File: src/rtl/serve_sequencer_pkg.sv
// Shared rally-sequencing definitions: FSM states, side encoding and
// serve/field coordinates used by the judge, ball and sequencer blocks.
package serve_sequencer_pkg;

    typedef enum logic [2:0] {
        ST_LOAD,
        ST_COUNT,
        ST_SERVE,
        ST_RALLY,
        ST_HOLD,
        ST_OVER
    } state_t;

    typedef enum logic {
        SIDE_P1 = 1'b0,
        SIDE_P2 = 1'b1
    } side_t;

    localparam int unsigned COORD_W     = 12;
    localparam int unsigned CLK_FREQ    = 65_000_000;
    localparam int unsigned TICK_HZ     = 100;
    localparam int unsigned HOLD_TICKS  = 150;
    localparam int unsigned DIGIT_TICKS = 100;
    localparam int unsigned COUNT_FROM  = 3;
    localparam int unsigned SERVE_X1    = 200;
    localparam int unsigned SERVE_X2    = 823;
    localparam int unsigned SERVE_Y     = 300;
    localparam int unsigned FIELD_MID   = 512;

    function automatic logic [COORD_W-1:0] serve_x(
        input logic               side,
        input logic [COORD_W-1:0] x1,
        input logic [COORD_W-1:0] x2
    );
        return (side == SIDE_P2) ? x2 : x1;
    endfunction

endpackage

File: src/rtl/serve_sequencer_tick.sv
// Free-running time base: one-cycle tick every CLK_FREQ/TICK_HZ clocks,
// restartable so a new state always waits a full period for its first tick.
module tick_gen #(
    parameter int unsigned CLK_FREQ = 65_000_000,
    parameter int unsigned TICK_HZ  = 100
) (
    input  logic clk,
    input  logic rst,
    input  logic clr,
    output logic tick
);

    localparam int unsigned PERIOD = CLK_FREQ / TICK_HZ;
    localparam int unsigned CW     = (PERIOD > 1) ? $clog2(PERIOD) : 1;

    logic [CW-1:0] cnt_q, cnt_d;

    always_comb begin
        tick  = (cnt_q == CW'(PERIOD - 1));
        cnt_d = cnt_q + CW'(1);
        if (clr || tick) begin
            cnt_d = '0;
        end
    end

    always_ff @(posedge clk) begin
        if (rst) begin
            cnt_q <= '0;
        end else begin
            cnt_q <= cnt_d;
        end
    end

endmodule

File: src/rtl/serve_sequencer.sv
// Rally sequencer: freeze, place ball at the server, count down, release;
// all outputs are registered from the current state.
module serve_sequencer
    import serve_sequencer_pkg::*;
#(
    parameter int unsigned CLK_FREQ    = serve_sequencer_pkg::CLK_FREQ,
    parameter int unsigned TICK_HZ     = serve_sequencer_pkg::TICK_HZ,
    parameter int unsigned HOLD_TICKS  = serve_sequencer_pkg::HOLD_TICKS,
    parameter int unsigned DIGIT_TICKS = serve_sequencer_pkg::DIGIT_TICKS,
    parameter int unsigned COUNT_FROM  = serve_sequencer_pkg::COUNT_FROM,
    parameter int unsigned SERVE_X1    = serve_sequencer_pkg::SERVE_X1,
    parameter int unsigned SERVE_X2    = serve_sequencer_pkg::SERVE_X2,
    parameter int unsigned SERVE_Y     = serve_sequencer_pkg::SERVE_Y
) (
    input  logic        clk,
    input  logic        rst,
    input  logic        point_pulse,
    input  logic        flag_point,
    input  logic        endgame,
    input  logic        ball_touched,
    output logic        ball_hold,
    output logic        ball_load,
    output logic [11:0] ball_x_init,
    output logic [11:0] ball_y_init,
    output logic        players_freeze,
    output logic        serve_side,
    output logic [3:0]  countdown,
    output logic        game_over
);

    localparam int unsigned MAXT = (HOLD_TICKS > DIGIT_TICKS) ? HOLD_TICKS : DIGIT_TICKS;
    localparam int unsigned TW   = $clog2(MAXT + 1);

    state_t        state_q, state_d;
    logic [TW-1:0] tcnt_q, tcnt_d;
    logic [3:0]    digit_q, digit_d;
    logic          side_q, side_d;
    logic          hold_q, hold_d;
    logic          load_q, load_d;
    logic          freeze_q, freeze_d;
    logic          over_q, over_d;
    logic [3:0]    cd_q, cd_d;
    logic [11:0]   x_q, x_d;
    logic [11:0]   y_q, y_d;
    logic          tick;
    logic          clr;

    tick_gen #(
        .CLK_FREQ (CLK_FREQ),
        .TICK_HZ  (TICK_HZ)
    ) u_tick_gen (
        .clk  (clk),
        .rst  (rst),
        .clr  (clr),
        .tick (tick)
    );

    always_comb begin
        state_d = state_q;
        tcnt_d  = tcnt_q;
        digit_d = digit_q;
        side_d  = side_q;
        unique case (state_q)
            ST_LOAD: begin
                state_d = ST_COUNT;
                digit_d = 4'(COUNT_FROM);
            end
            ST_COUNT: begin
                if (tick) begin
                    if (tcnt_q == TW'(DIGIT_TICKS - 1)) begin
                        tcnt_d = '0;
                        if (digit_q <= 4'd1) begin
                            state_d = ST_SERVE;
                        end else begin
                            digit_d = digit_q - 4'd1;
                        end
                    end else begin
                        tcnt_d = tcnt_q + TW'(1);
                    end
                end
            end
            ST_SERVE: begin
                if (point_pulse) begin
                    side_d  = flag_point;
                    state_d = ST_HOLD;
                end else if (ball_touched) begin
                    state_d = ST_RALLY;
                end
            end
            ST_RALLY: begin
                if (point_pulse) begin
                    side_d  = flag_point;
                    state_d = ST_HOLD;
                end
            end
            ST_HOLD: begin
                if (tick) begin
                    if (tcnt_q == TW'(HOLD_TICKS - 1)) begin
                        state_d = ST_LOAD;
                    end else begin
                        tcnt_d = tcnt_q + TW'(1);
                    end
                end
            end
            ST_OVER: begin
                state_d = ST_OVER;
            end
            default: begin
                state_d = ST_LOAD;
            end
        endcase
        if (endgame) begin
            state_d = ST_OVER;
        end
        // Every state starts with fresh time base and tick count.
        clr = (state_d != state_q);
        if (clr) begin
            tcnt_d = '0;
        end
    end

    always_comb begin
        hold_d   = (state_q != ST_RALLY);
        freeze_d = !((state_q == ST_SERVE) || (state_q == ST_RALLY));
        load_d   = (state_q == ST_LOAD);
        over_d   = (state_q == ST_OVER);
        cd_d     = (state_q == ST_COUNT) ? digit_q : 4'd0;
        x_d      = x_q;
        y_d      = 12'(SERVE_Y);
        if (state_q == ST_LOAD) begin
            x_d = serve_x(side_q, 12'(SERVE_X1), 12'(SERVE_X2));
        end
    end

    always_ff @(posedge clk) begin
        if (rst) begin
            state_q  <= ST_LOAD;
            tcnt_q   <= '0;
            digit_q  <= '0;
            side_q   <= SIDE_P1;
            hold_q   <= 1'b1;
            load_q   <= 1'b0;
            freeze_q <= 1'b1;
            over_q   <= 1'b0;
            cd_q     <= '0;
            x_q      <= 12'(SERVE_X1);
            y_q      <= 12'(SERVE_Y);
        end else begin
            state_q  <= state_d;
            tcnt_q   <= tcnt_d;
            digit_q  <= digit_d;
            side_q   <= side_d;
            hold_q   <= hold_d;
            load_q   <= load_d;
            freeze_q <= freeze_d;
            over_q   <= over_d;
            cd_q     <= cd_d;
            x_q      <= x_d;
            y_q      <= y_d;
        end
    end

    assign ball_hold      = hold_q;
    assign ball_load      = load_q;
    assign ball_x_init    = x_q;
    assign ball_y_init    = y_q;
    assign players_freeze = freeze_q;
    assign serve_side     = side_q;
    assign countdown      = cd_q;
    assign game_over      = over_q;

endmodule

File: config.mk
export PLATFORM = sky130hd
export DESIGN_NAME = serve_sequencer
export DESIGN_NICKNAME = d
export VERILOG_FILES = /design/src/rtl/serve_sequencer_pkg.sv /design/src/rtl/serve_sequencer_tick.sv /design/src/rtl/serve_sequencer.sv
export SDC_FILE = /design/constraint.sdc
export NUM_CORES = 1
export LEC_CHECK = 0
export CORE_MARGIN = 5
export CORE_UTILIZATION = 48
export DETAILED_ROUTE_END_ITERATION = 16
export PLACE_DENSITY = 0.85
export SLEW_MARGIN = 40
export SYNTH_ARGS = -nofsm -noshare
export SYNTH_HDL_FRONTEND = slang
export SYNTH_SLANG_ARGS = --single-unit
File: constraint.sdc
create_clock -name clk -period 1.85 [get_ports clk]
set_clock_uncertainty 0.05 [all_clocks]
set_input_delay 0.185 -clock clk [delete_from_list [all_inputs] [get_ports clk]]
set_output_delay 0.185 -clock clk [all_outputs]
set_load 0.02 [all_outputs]
==> results of run 1 <==
[cells in the mapped netlist, types with 3 or more instances]
master                     count  share of area (%)
sky130_fd_sc_hd__xor2_1       13                4.8
sky130_fd_sc_hd__or3_1         4                1.1
sky130_fd_sc_hd__a21oi_1       9                1.9
sky130_fd_sc_hd__dfxtp_1      46                 39
sky130_fd_sc_hd__ha_1          5                2.6
sky130_fd_sc_hd__buf_4        22                7.0
sky130_fd_sc_hd__nor2_1       35                5.5
sky130_fd_sc_hd__o21ai_0       5                1.1
sky130_fd_sc_hd__nand2_1      18                2.8
sky130_fd_sc_hd__nand3b_1      5                1.6
sky130_fd_sc_hd__inv_1        10                1.6
sky130_fd_sc_hd__nand4_1       7                1.8
sky130_fd_sc_hd__xnor2_1       7                2.6
sky130_fd_sc_hd__o31ai_1       3               0.95
sky130_fd_sc_hd__nor3_1        9                1.9
sky130_fd_sc_hd__a31oi_1       3               0.79
sky130_fd_sc_hd__buf_2         3               0.63
sky130_fd_sc_hd__nand4b_1      6                2.2
sky130_fd_sc_hd__nand3_1      11                2.3
[where the power goes]
| part | internal (uW) | leakage (uW) | switching [uW] |
|---|---|---|---|
| sequential | 1000 | 0.000376 | 12.5 |
| clock | 301 | 0.0000482 | 317 |
| combinational | 93.6 | 0.000626 | 129 |
[cell type report]
| type | count | area (um^2) |
|---|---|---|
| Tap cell | 67 | 83.8 |
| Timing Repair Buffer | 57 | 492 |
| Multi-Input combinational cell | 197 | 1320 |
| Clock buffer | 7 | 86.3 |
| Clock inverter | 1 | 5.00 |
| Inverter | 10 | 37.5 |
| Sequential cell | 46 | 931 |
| Fill cell | 410 | 1800 |
[per-stage QoR]
stage | util [%] | worst slack, ns
final | 62.2 | 0.0449
after global routing | 62.2 | -0.0615
after CTS | 60.5 | 0.00221
after detailed placement | 57.7 | -0.0799
after global placement | 57.7 | 0.00797
after floorplan | - | 0.0500
[worst max-delay path by stage]
stage	from	endpoint	slack (ns)	depth (start not counted)
final	u_tick_gen.cnt_q[0]$_SDFF_PP0_	tcnt_q[4]$_SDFFE_PP0P_	0.04	7
after global routing	u_tick_gen.cnt_q[0]$_SDFF_PP0_	tcnt_q[4]$_SDFFE_PP0P_	-0.06	7
after CTS	u_tick_gen.cnt_q[0]$_SDFF_PP0_	tcnt_q[4]$_SDFFE_PP0P_	0.002	7
after detailed placement	tcnt_q[1]$_SDFFE_PP0P_	tcnt_q[7]$_SDFFE_PP0P_	-0.08	8
after global placement	endgame	u_tick_gen.cnt_q[16]$_SDFF_PP0_	0.008	6
after floorplan	u_tick_gen.cnt_q[0]$_SDFF_PP0_	tcnt_q[7]$_SDFFE_PP0P_	0.05	7
[logic make-up after synthesis]
logic type                 count (synthesis)
buffers and inverters                     39
muxes                                      1
other                                      2
xor gates and xnor gates                  20
adders and majority gates                  5
and+or+nand+nor                          119
AOI/OAI and AO/OA                         38
DFF                                       46
[tightest hold or removal path, stage by stage, from the launching register on]
cell	delay [ns]
sky130_fd_sc_hd__dfxtp_1	0.31
sky130_fd_sc_hd__inv_1	0.07
sky130_fd_sc_hd__nor3_1	0.05
[layer usage]
metal  share of wire, %  vias to the layer above  track usage [%]
li1                   -                     1003                -
met1                 43                      927             16.4
met2                 50                       39             29.5
met3                4.6                        7             3.81
met4                1.6                        0             5.74
met5                  0                        -                0
[flip-flops by register name (all words and copies together), names as in the netlist, 2 cells and up]
register          flops
u_tick_gen.cnt_q     20
digit_q               4
ball_x_init           2
state_q               3
tcnt_q                8
countdown             4
[repair_timing]
item	4_1_cts	5_1_grt
gates resized for setup	9	15
pin swaps	3	13
endpoints found under the setup margin	5	18
gates cloned	0	0
setup buffers	2	2
==> out/summary.log, run 1 <==
[outcome] status finished, final reports clean
[yosys] number of synthesized flops with an enable pin 0
[finish] Net count, final 328
[finish] area growth from synthesis to layout 24.7%
[setup_path] startpoint of the most critical register-to-register path u_tick_gen.cnt_q[0]$_SDFF_PP0_
[finish] leading cell type in the layout, fill and taps excluded sky130_fd_sc_hd__dfxtp_1
[power_and_ir_drop] Worst IR Drop VDD 363 uV
[finish] commonest cells after routing, fill and taps aside sky130_fd_sc_hd__dfxtp_1 (40), sky130_fd_sc_hd__nor2_1 (35), sky130_fd_sc_hd__buf_4 (32), sky130_fd_sc_hd__clkdlybuf4s50_1 (24), sky130_fd_sc_hd__nand2_1 (18)
[setup_path] Reg-to-Reg End tcnt_q[4]$_SDFFE_PP0P_
[yosys] Compound-Gate Fraction of Synth Area 12.0%
[setup_path] Crit Path Category reg -> reg
[yosys] xor and xnor area share after synthesis 7.39%
[worst_hold_path] hold depth 2
[place] cell count after placement 373
[sta] RSZ-0062 raised after global routing yes
[die] Total Die Area 6440 um^2
[global_route] global-route wire length before repair 8.02 mm
[routing] number of DRC markers after the initial detailed-route iteration 110
[setup_path] CP Capture Type flop
[worst_hold_path] launch instance of the worst min-delay path digit_q[0]$_SDFFE_PP0P_
[place] Final HPWL DP 3.63 mm
[place] final RePlAce weighted congestion 0.849
[yosys] portion of netlist area occupied by mux cells 0.422%
[yosys] fraction of the mapped netlist area in simple logic gates 27.7%
[clock_tree] Hold Buf Count CTS 0
[setup_path] biggest fanout along the worst timing path 5
[yosys] dominant synthesized flop cell sky130_fd_sc_hd__dfxtp_1
[setup_path] depth of the worst register-to-register path 7
[yosys] number of register bits inferred by synthesis 46
[die] Die Span X 80.3 um
[routing] number of nets still failing antenna checks after routing 0
[sta] Setup Viol. Count Final 0
[global_route] pin count of the biggest net entering global routing 15
[setup_path] Largest delay share family, worst path simple AND/OR/NAND/NOR gates
[setup_path] Worst EP required 2.04 ns
[place] number of buffer cells added on primary ports 24
[yosys] unique cell type count in the Yosys netlist 56
[die] number of primary I/O pins 39
[power_and_ir_drop] cell leakage power 0.00105 uW
[setup_path] startpoint class of the critical path flop
[clock_tree] clock tree from TritonCTS yes
[sta] crit share post-route 97.6%
[routing] Vias per Instance 5.13
[sta] worst-case hold slack 0.419 ns
[sta] post-route setup TNS 0 ns
[setup_path] arrival time worst endpoint 1.99 ns
[global_route] all-layer global routing usage 15.6%
[sta] shortest clock period the worst path allows after layout 1.81 ns
[yosys] share of synthesized area occupied by flip-flops and latches 38.8%
[yosys] combinational family with the most area after synthesis simple AND/OR/NAND/NOR gates
[sta] Final Max Tran Viols 0
[power_and_ir_drop] power per standard cell area 629 nW/um^2
[routing] DR vias 1976
[yosys] fraction of synthesis flops using an asynchronous set or reset pin 0%
[die] Initial Utilization 49.9%
[clock_tree] clock slew at reported path FFs 0.08 ns
[die] core outline area 4750 um^2
[yosys] gate count of the mapped netlist 270
[finish] proportion of layout cells with a drive suffix above 1 21.7%
[clock_tree] root buf cell sky130_fd_sc_hd__clkbuf_8
[die] # rows 25
[clock_tree] number of buffers on the longest clock path 2
[setup_path] R2R setup slack 0.04 ns
[sta] final hold violation count 0
[routing] final routed DRC violation total 0
[yosys] number of warning messages in the yosys log 0
[place] Post-Place Cell Area 2740 um^2
[finish] final cell count without fillers 385
[finish] antenna cells 0
[clock_tree] number of clock sinks 46
[routing] average wire length per cell after detail routing 12.7 um
[global_route] initial antenna violation count 0
[setup_path] highest cell delay on the worst timing path 0.37 ns
[worst_hold_path] Hold Path Sink countdown[0]$_SDFF_PP0_
[routing] detailed-route wire length 4.90 mm
[finish] post-route design area 2960 um^2
[power_and_ir_drop] Final Power 1860 uW
[setup_path] Buf+Inv Stages, Crit Path 1
[clock_tree] total number of H-tree levels 2
[clock_tree] source-to-sink clock delay at the later pin of the worst-skew pair 0.30 ns
[global_route] vias in the first global route 1901
[clock_tree] number of buffers inserted during clock tree synthesis 5
[routing] first-pass iteration count of the detailed router 4
[die] height of the chip 80.3 um
[yosys] post-synthesis share of cell area spent on full adders, half adders and majority gates 2.64%
[worst_hold_path] path class of the lowest-slack min-delay path reg -> reg
[setup_path] cell with the most instances on the worst path sky130_fd_sc_hd__and3_4
[setup_path] cell with the biggest individual delay on the critical path sky130_fd_sc_hd__dfxtp_4
[setup_path] chain of cells forming the critical path ha_4, and3_4, and3_4, nand4b_1, buf_4, or3_1, a21oi_1
[yosys] mapped cell area 2370 um^2
[sta] achievable clock frequency 0.554 GHz
[global_route] gr ovfl total 0
[run] total of max-cap violations 0
[yosys] average cell area after synthesis 8.78 um^2
(Power assumes the default switching activity.)
==> run 2: changes to the inputs <==
--- a/config.mk
+++ b/config.mk
@@ -6,9 +6,10 @@
 export NUM_CORES = 1
 export LEC_CHECK = 0
 export CORE_MARGIN = 5
-export CORE_UTILIZATION = 48
+export CORE_UTILIZATION = 56
 export DETAILED_ROUTE_END_ITERATION = 16
-export PLACE_DENSITY = 0.85
+export DONT_BUFFER_PORTS = 1
+export PLACE_DENSITY = 0.83
 export SLEW_MARGIN = 40
 export SYNTH_ARGS = -nofsm -noshare
 export SYNTH_HDL_FRONTEND = slang
==> out/summary.log, run 2 (synthesis gave the netlist of run 1 again) <==
[die] Die Span X 75.1 um [-6.5%]
[setup_path] Worst EP required 2.04 ns [about the same]
[sta] achievable clock frequency 0.546 GHz [-1.5%]
[place] final RePlAce weighted congestion 0.889 [+4.7%]
[finish] multi-input gate area in the final layout 1290 um^2 [-2.6%]
[setup_path] Crit Path Category reg -> reg
[setup_path] biggest fanout along the worst timing path 6 [+1]
[sta] Final Max Tran Viols 0 [unchanged]
[clock_tree] root buf cell sky130_fd_sc_hd__clkbuf_8
[global_route] all-layer global routing usage 17.9% [+2.3 points]
[finish] proportion of layout cells with a drive suffix above 1 22.6% [+0.94 points]
[finish] Net count, final 307 [-6.4%]
[sta] Setup Viol. Count Final 0 [unchanged]
[place] Post-Place Cell Area 2500 um^2 [-8.7%]
[clock_tree] number of buffers inserted during clock tree synthesis 5 [unchanged]
[global_route] initial antenna violation count 0 [unchanged]
[sta] post-route setup TNS 0 ns [unchanged]
[setup_path] Buf+Inv Stages, Crit Path 1 [unchanged]
[setup_path] cell with the biggest individual delay on the critical path sky130_fd_sc_hd__or3_4
[die] # rows 23 [-8.0%]
[sta] Max-Slew Margin vs Limit 59.9%
[setup_path] startpoint class of the critical path flop
[die] Total Die Area 5640 um^2 [-13%]
[routing] detailed-route wire length 4.76 mm [-2.8%]
[sta] minimum setup slack in the final design 0.0183 ns [-0.0266 ns]
[clock_tree] total number of H-tree levels 2 [unchanged]
[setup_path] arrival time worst endpoint 2.02 ns [+0.03 ns]
[power_and_ir_drop] cell leakage power 0.000973 uW [-7.4%]
[routing] DR vias 1905 [-3.6%]
[finish] flip-flop and latch area 926 um^2 [-0.54%]
[setup_path] highest cell delay on the worst timing path 0.37 ns [about the same]
[place] number of buffer cells added on primary ports 0 [-100%]
[die] Initial Utilization 58.4% [+8.6 points]
[setup_path] Largest delay share family, worst path simple AND/OR/NAND/NOR gates
[setup_path] CP Capture Type flop
[power_and_ir_drop] Final Power 1780 uW [-4.3%]
[routing] first-pass iteration count of the detailed router 4 [unchanged]
[clock_tree] clock slew at reported path FFs 0.08 ns [about the same]
[clock_tree] source-to-sink clock delay at the later pin of the worst-skew pair 0.30 ns [about the same]
[sta] crit share post-route 99.0% [+1.4 points]
[sta] shortest clock period the worst path allows after layout 1.83 ns [+0.0266 ns]
[setup_path] cell with the most instances on the worst path sky130_fd_sc_hd__and3_2
[routing] Vias per Instance 5.51 [+7.3%]
[clock_tree] number of buffers on the longest clock path 2 [unchanged]
[finish] Fill cells 319 [-22%]
[sta] Slew @ Worst Pin 0.600 ns
[worst_hold_path] path class of the lowest-slack min-delay path in -> reg
[finish] final cell count without fillers 346 [-10%]
[routing] average wire length per cell after detail routing 13.8 um [+8.1%]
[routing] number of DRC markers after the initial detailed-route iteration 123 [+12%]
[finish] leading cell type in the layout, fill and taps excluded sky130_fd_sc_hd__dfxtp_1
[place] cell count after placement 335 [-10%]
[global_route] global-route wire length before repair 7.77 mm [-3.1%]
[finish] Largest register FFs 20 [unchanged]
[place] worst setup slack before clock tree synthesis 0.0332 ns [+0.113 ns]
[finish] antenna cells 0 [unchanged]
[finish] post-route design area 2670 um^2 [-9.7%]
[global_route] vias in the first global route 1853 [-2.5%]
[die] number of primary I/O pins 39 [unchanged]
[global_route] gr ovfl total 0 [unchanged]
[global_route] pin count of the biggest net entering global routing 14 [-1]
[routing] final routed DRC violation total 0 [unchanged]
[power_and_ir_drop] power per standard cell area 666 nW/um^2 [+5.9%]
[clock_tree] clock tree from TritonCTS yes
[run] total of max-cap violations 0 [unchanged]
[power_and_ir_drop] Worst IR Drop VDD 387 uV [+6.4%]
[die] height of the chip 75.1 um [-6.5%]
[sta] final hold violation count 0 [unchanged]
[place] Final HPWL DP 3.33 mm [-8.3%]
[finish] area growth from synthesis to layout 12.7%
[outcome] status finished, final reports clean
[routing] number of nets still failing antenna checks after routing 0 [unchanged]
[finish] biggest registers after layout u_tick_gen.cnt_q: 20 flops, tcnt_q: 8 flops
[clock_tree] number of clock sinks 46 [unchanged]
[die] core outline area 4060 um^2 [-15%]
[sta] RSZ-0062 raised after global routing yes
[finish] register containing the most flip-flops in the final layout u_tick_gen.cnt_q
[finish] commonest cells after routing, fill and taps aside sky130_fd_sc_hd__dfxtp_1 (42), sky130_fd_sc_hd__nor2_1 (35), sky130_fd_sc_hd__buf_4 (33), sky130_fd_sc_hd__nand2_1 (17), sky130_fd_sc_hd__conb_1 (14)
[setup_path] chain of cells forming the critical path ha_1, and3_2, and3_2, nand4b_1, buf_4, or3_4, a21oi_2
run 2: path summary, 6_finish.rpt:
kind	to	slack, ns	cells after the start	start
hold / removal	state_q[0]$_SDFF_PP0_	0.02	2	endgame
setup reg to reg	tcnt_q[4]$_SDFFE_PP0P_	0.02	7	u_tick_gen.cnt_q[0]$_SDFF_PP0_
hold reg to reg	ball_x_init[8]$_SDFFE_PP0P_	0.41	2	ball_x_init[8]$_SDFFE_PP0P_
setup / recovery	tcnt_q[4]$_SDFFE_PP0P_	0.02	7	u_tick_gen.cnt_q[0]$_SDFF_PP0_
run 2: final cells by class:
type,instances,share of cell area [%]
Clock inverter,2,0.375
Timing Repair Buffer,36,10.4
Multi-Input combinational cell,197,48.2
Tap cell,50,2.34
Inverter,10,1.41
Clock buffer,5,2.58
Sequential cell,46,34.7
run 2: where the power goes:
group	switching, uW	internal, uW	total, uW
Sequential	26.1	1010	1030
Clock	318	254	572
Combinational	108	66.9	175
run 2: per-stage QoR:
stage          util, %  hold WS, ns
3_5_place_dp      61.7        0.204
6_report          65.8       0.0206
5_1_grt           65.8       0.0120
3_3_place_gp      61.7        0.203
4_1_cts           64.4       0.0136
2_1_floorplan        -        0.224
run 2: worst reg2reg max path: cells and delay by family, from the launching register on:
family                   cells  cell delay, ns
flip-flops                   1            0.34
adder cells (fa/ha/maj)      1            0.17
AND/OR/NAND/NOR              4            0.89
AO/OA/AOI/OAI                1            0.14
buffers and inverters        1            0.19
run 2: layer usage:
metal	global-route usage, %	part of all wire [%]	vias to the layer above
met5	0	0	-
met2	31.3	50	43
met4	8.89	2.1	0
met1	20.6	43	901
li1	-	-	952
met3	3.74	4.9	9
run 2: timing repair:
| item | 4_1_cts | 5_1_grt |
|---|---|---|
| setup buffers | 0 | 2 |
| gates resized for setup | 1 | 15 |
| hold buffers | 3 | 0 |
| endpoints found under the hold margin | 13 | 0 |
| pin swaps | 0 | 5 |
| setup endpoints to repair | 1 | 27 |
==> run 3: changes to the inputs <==
--- a/config.mk
+++ b/config.mk
@@ -5,7 +5,7 @@
 export SDC_FILE = /design/constraint.sdc
 export NUM_CORES = 1
 export LEC_CHECK = 0
-export CORE_MARGIN = 5
+export CORE_MARGIN = 2
 export CORE_UTILIZATION = 56
 export DETAILED_ROUTE_END_ITERATION = 16
 export DONT_BUFFER_PORTS = 1
==> out/summary.log, run 3 (synthesis gave the netlist of run 1 again) <==
[finish] Fill cells 329 [+3.1%]
[sta] post-route setup TNS 0 ns [unchanged]
[die] Initial Utilization 58.9% [+0.42 points]
[routing] DR vias 1911 [+0.31%]
[finish] Net count, final 303 [-1.3%]
[die] number of primary I/O pins 39 [unchanged]
[die] # rows 23 [unchanged]
[setup_path] CP Capture Type flop
[setup_path] Buf+Inv Stages, Crit Path 1 [unchanged]
[finish] proportion of layout cells with a drive suffix above 1 24.2% [+1.6 points]
[sta] shortest clock period the worst path allows after layout 1.83 ns [-0.00551 ns]
[global_route] gr ovfl total 0 [unchanged]
[global_route] all-layer global routing usage 19.8% [+1.9 points]
[finish] antenna cells 0 [unchanged]
[clock_tree] root buf cell sky130_fd_sc_hd__clkbuf_8
[clock_tree] clock tree from TritonCTS yes
[setup_path] cell with the biggest individual delay on the critical path sky130_fd_sc_hd__dfxtp_1
[setup_path] highest cell delay on the worst timing path 0.35 ns [-0.02 ns]
[setup_path] Crit Path Category reg -> reg
[setup_path] startpoint class of the critical path flop
[global_route] global-route wire length before repair 7.62 mm [-2.0%]
[routing] number of DRC markers after the initial detailed-route iteration 183 [+49%]
[sta] minimum setup slack in the final design 0.0238 ns [+0.00551 ns]
[global_route] pin count of the biggest net entering global routing 15 [+1]
[outcome] status finished, final reports clean
[clock_tree] number of buffers inserted during clock tree synthesis 5 [unchanged]
[routing] first-pass iteration count of the detailed router 4 [unchanged]
[setup_path] Largest delay share family, worst path simple AND/OR/NAND/NOR gates
[clock_tree] source-to-sink clock delay at the later pin of the worst-skew pair 0.31 ns [about the same]
[routing] final routed DRC violation total 0 [unchanged]
[setup_path] chain of cells forming the critical path nor4_2, and3_4, nand4b_1, buf_6, or3_4, a21oi_2
[sta] achievable clock frequency 0.548 GHz [+0.30%]
[sta] Max-Slew Margin vs Limit 59.7% [-0.24 points]
[sta] Slew @ Worst Pin 0.604 ns [+0.00365 ns]
[finish] area growth from synthesis to layout 14.9%
[routing] highest metal layer used by the detailed router met4
[routing] number of nets still failing antenna checks after routing 0 [unchanged]
[clock_tree] total number of H-tree levels 2 [unchanged]
[sta] final hold violation count 0 [unchanged]
[clock_tree] clock slew at reported path FFs 0.09 ns [about the same]
[power_and_ir_drop] Worst IR Drop VDD 540 uV [+40%]
[place] final RePlAce weighted congestion 0.833 [-6.3%]
[routing] routed length on met3 209 um [-9.9%]
[power_and_ir_drop] cell leakage power 0.000968 uW [-0.53%]
[clock_tree] number of buffers on the longest clock path 2 [unchanged]
[routing] wire length on met1 2.02 mm [-0.88%]
[finish] register containing the most flip-flops in the final layout u_tick_gen.cnt_q
[place] Final HPWL DP 3.21 mm [-3.4%]
[routing] average wire length per cell after detail routing 14.2 um [+3.0%]
[setup_path] Worst EP required 2.05 ns [about the same]
[setup_path] arrival time worst endpoint 2.03 ns [about the same]
[worst_hold_path] path class of the lowest-slack min-delay path in -> reg
[routing] Vias per Instance 5.57 [+1.2%]
[finish] final design utilization 67.6% [+1.8 points]
[run] total of max-cap violations 0 [unchanged]
[sta] worst-case hold slack 0.0162 ns [-0.00433 ns]
[sta] Final Max Tran Viols 0 [unchanged]
[finish] commonest cells after routing, fill and taps aside sky130_fd_sc_hd__dfxtp_1 (40), sky130_fd_sc_hd__nor2_1 (35), sky130_fd_sc_hd__buf_4 (28), sky130_fd_sc_hd__nand2_1 (17), sky130_fd_sc_hd__conb_1 (14)
[routing] detailed-route wire length 4.86 mm [+2.1%]
[setup_path] biggest fanout along the worst timing path 8 [+2]
[sta] crit share post-route 98.7% [-0.30 points]
[sta] RSZ-0062 raised after global routing yes
[die] Total Die Area 4770 um^2 [-15%]
[finish] post-route design area 2720 um^2 [+2.0%]
[routing] routed wire length on met2 2.51 mm [+5.1%]
[finish] biggest registers after layout u_tick_gen.cnt_q: 20 flops, tcnt_q: 8 flops
[die] core outline area 4030 um^2 [-0.71%]
[die] Die Span X 69.1 um [-8.0%]
[global_route] initial antenna violation count 0 [unchanged]
[place] number of buffer cells added on primary ports 0 [unchanged]
[place] Post-Place Cell Area 2460 um^2 [-1.8%]
[sta] Setup Viol. Count Final 0 [unchanged]
[finish] leading cell type in the layout, fill and taps excluded sky130_fd_sc_hd__dfxtp_1
[finish] Largest register FFs 20 [unchanged]
[clock_tree] number of clock sinks 46 [unchanged]
[die] height of the chip 69.1 um [-8.0%]
[global_route] vias in the first global route 1823 [-1.6%]
[power_and_ir_drop] power per standard cell area 718 nW/um^2 [+7.9%]
[place] worst setup slack before clock tree synthesis -0.0415 ns [-0.0747 ns]
## run 3: cell count changes in the layout (fill, tap and decap cells not counted), sizes merged
| cell | previous run | this run |
|---|---|---|
| bufinv | 0 | 1 |
| buf | 33 | 29 |
## run 3: routing by layer
layer / vias to the layer above / track usage, %
met5: - / 0
met4: 0 / 10.9
met2: 47 / 34.1
li1: 950 / -
met3: 12 / 5.99
met1: 902 / 21.7
## run 3: per-stage QoR
step           std cells  power [uW]
6_report             343        1960
2_1_floorplan        282        1200
4_1_cts              340        1960
3_3_place_gp         329        1210
3_5_place_dp         329        1210
5_1_grt              343        2030
## run 3: report_power, final
part / total, uW / internal [uW] / switching [uW]
logic: 179 / 70.0 / 109
clock network: 743 / 398 / 345
registers: 1040 / 1010 / 28.5
total: 1960 / 1470 / 483
## run 3: final timing paths
kind	from	to	slack [ns]	depth (start not counted)
worst max-delay path	u_tick_gen.cnt_q[7]$_SDFF_PP0_	tcnt_q[3]$_SDFFE_PP0P_	0.02	6
worst min-delay path	endgame	state_q[0]$_SDFF_PP0_	0.02	2
worst max register to register	u_tick_gen.cnt_q[7]$_SDFF_PP0_	tcnt_q[3]$_SDFFE_PP0P_	0.02	6
worst min register to register	ball_x_init[8]$_SDFFE_PP0P_	ball_x_init[8]$_SDFFE_PP0P_	0.41	2
## run 3: area by class of cell
class | count | area (um^2) | share of cell area, %
inverters | 10 | 37.5 | 1.38
flip-flops and latches | 46 | 928 | 34.1
multi-input cells | 197 | 1340 | 49.0
clock inverters | 3 | 40.0 | 1.47
clock buffers | 5 | 68.8 | 2.53
well taps | 50 | 62.6 | 2.30
repair buffers | 32 | 251 | 9.23
## run 3: what timing repair did
action                                  4_1_cts  5_1_grt
pin swaps                                     2        7
buffers inserted                              0        3
endpoints found under the setup margin        4       33
hold buffers                                  3        0
endpoints found under the hold margin        13        0
gates resized for setup                       4       22
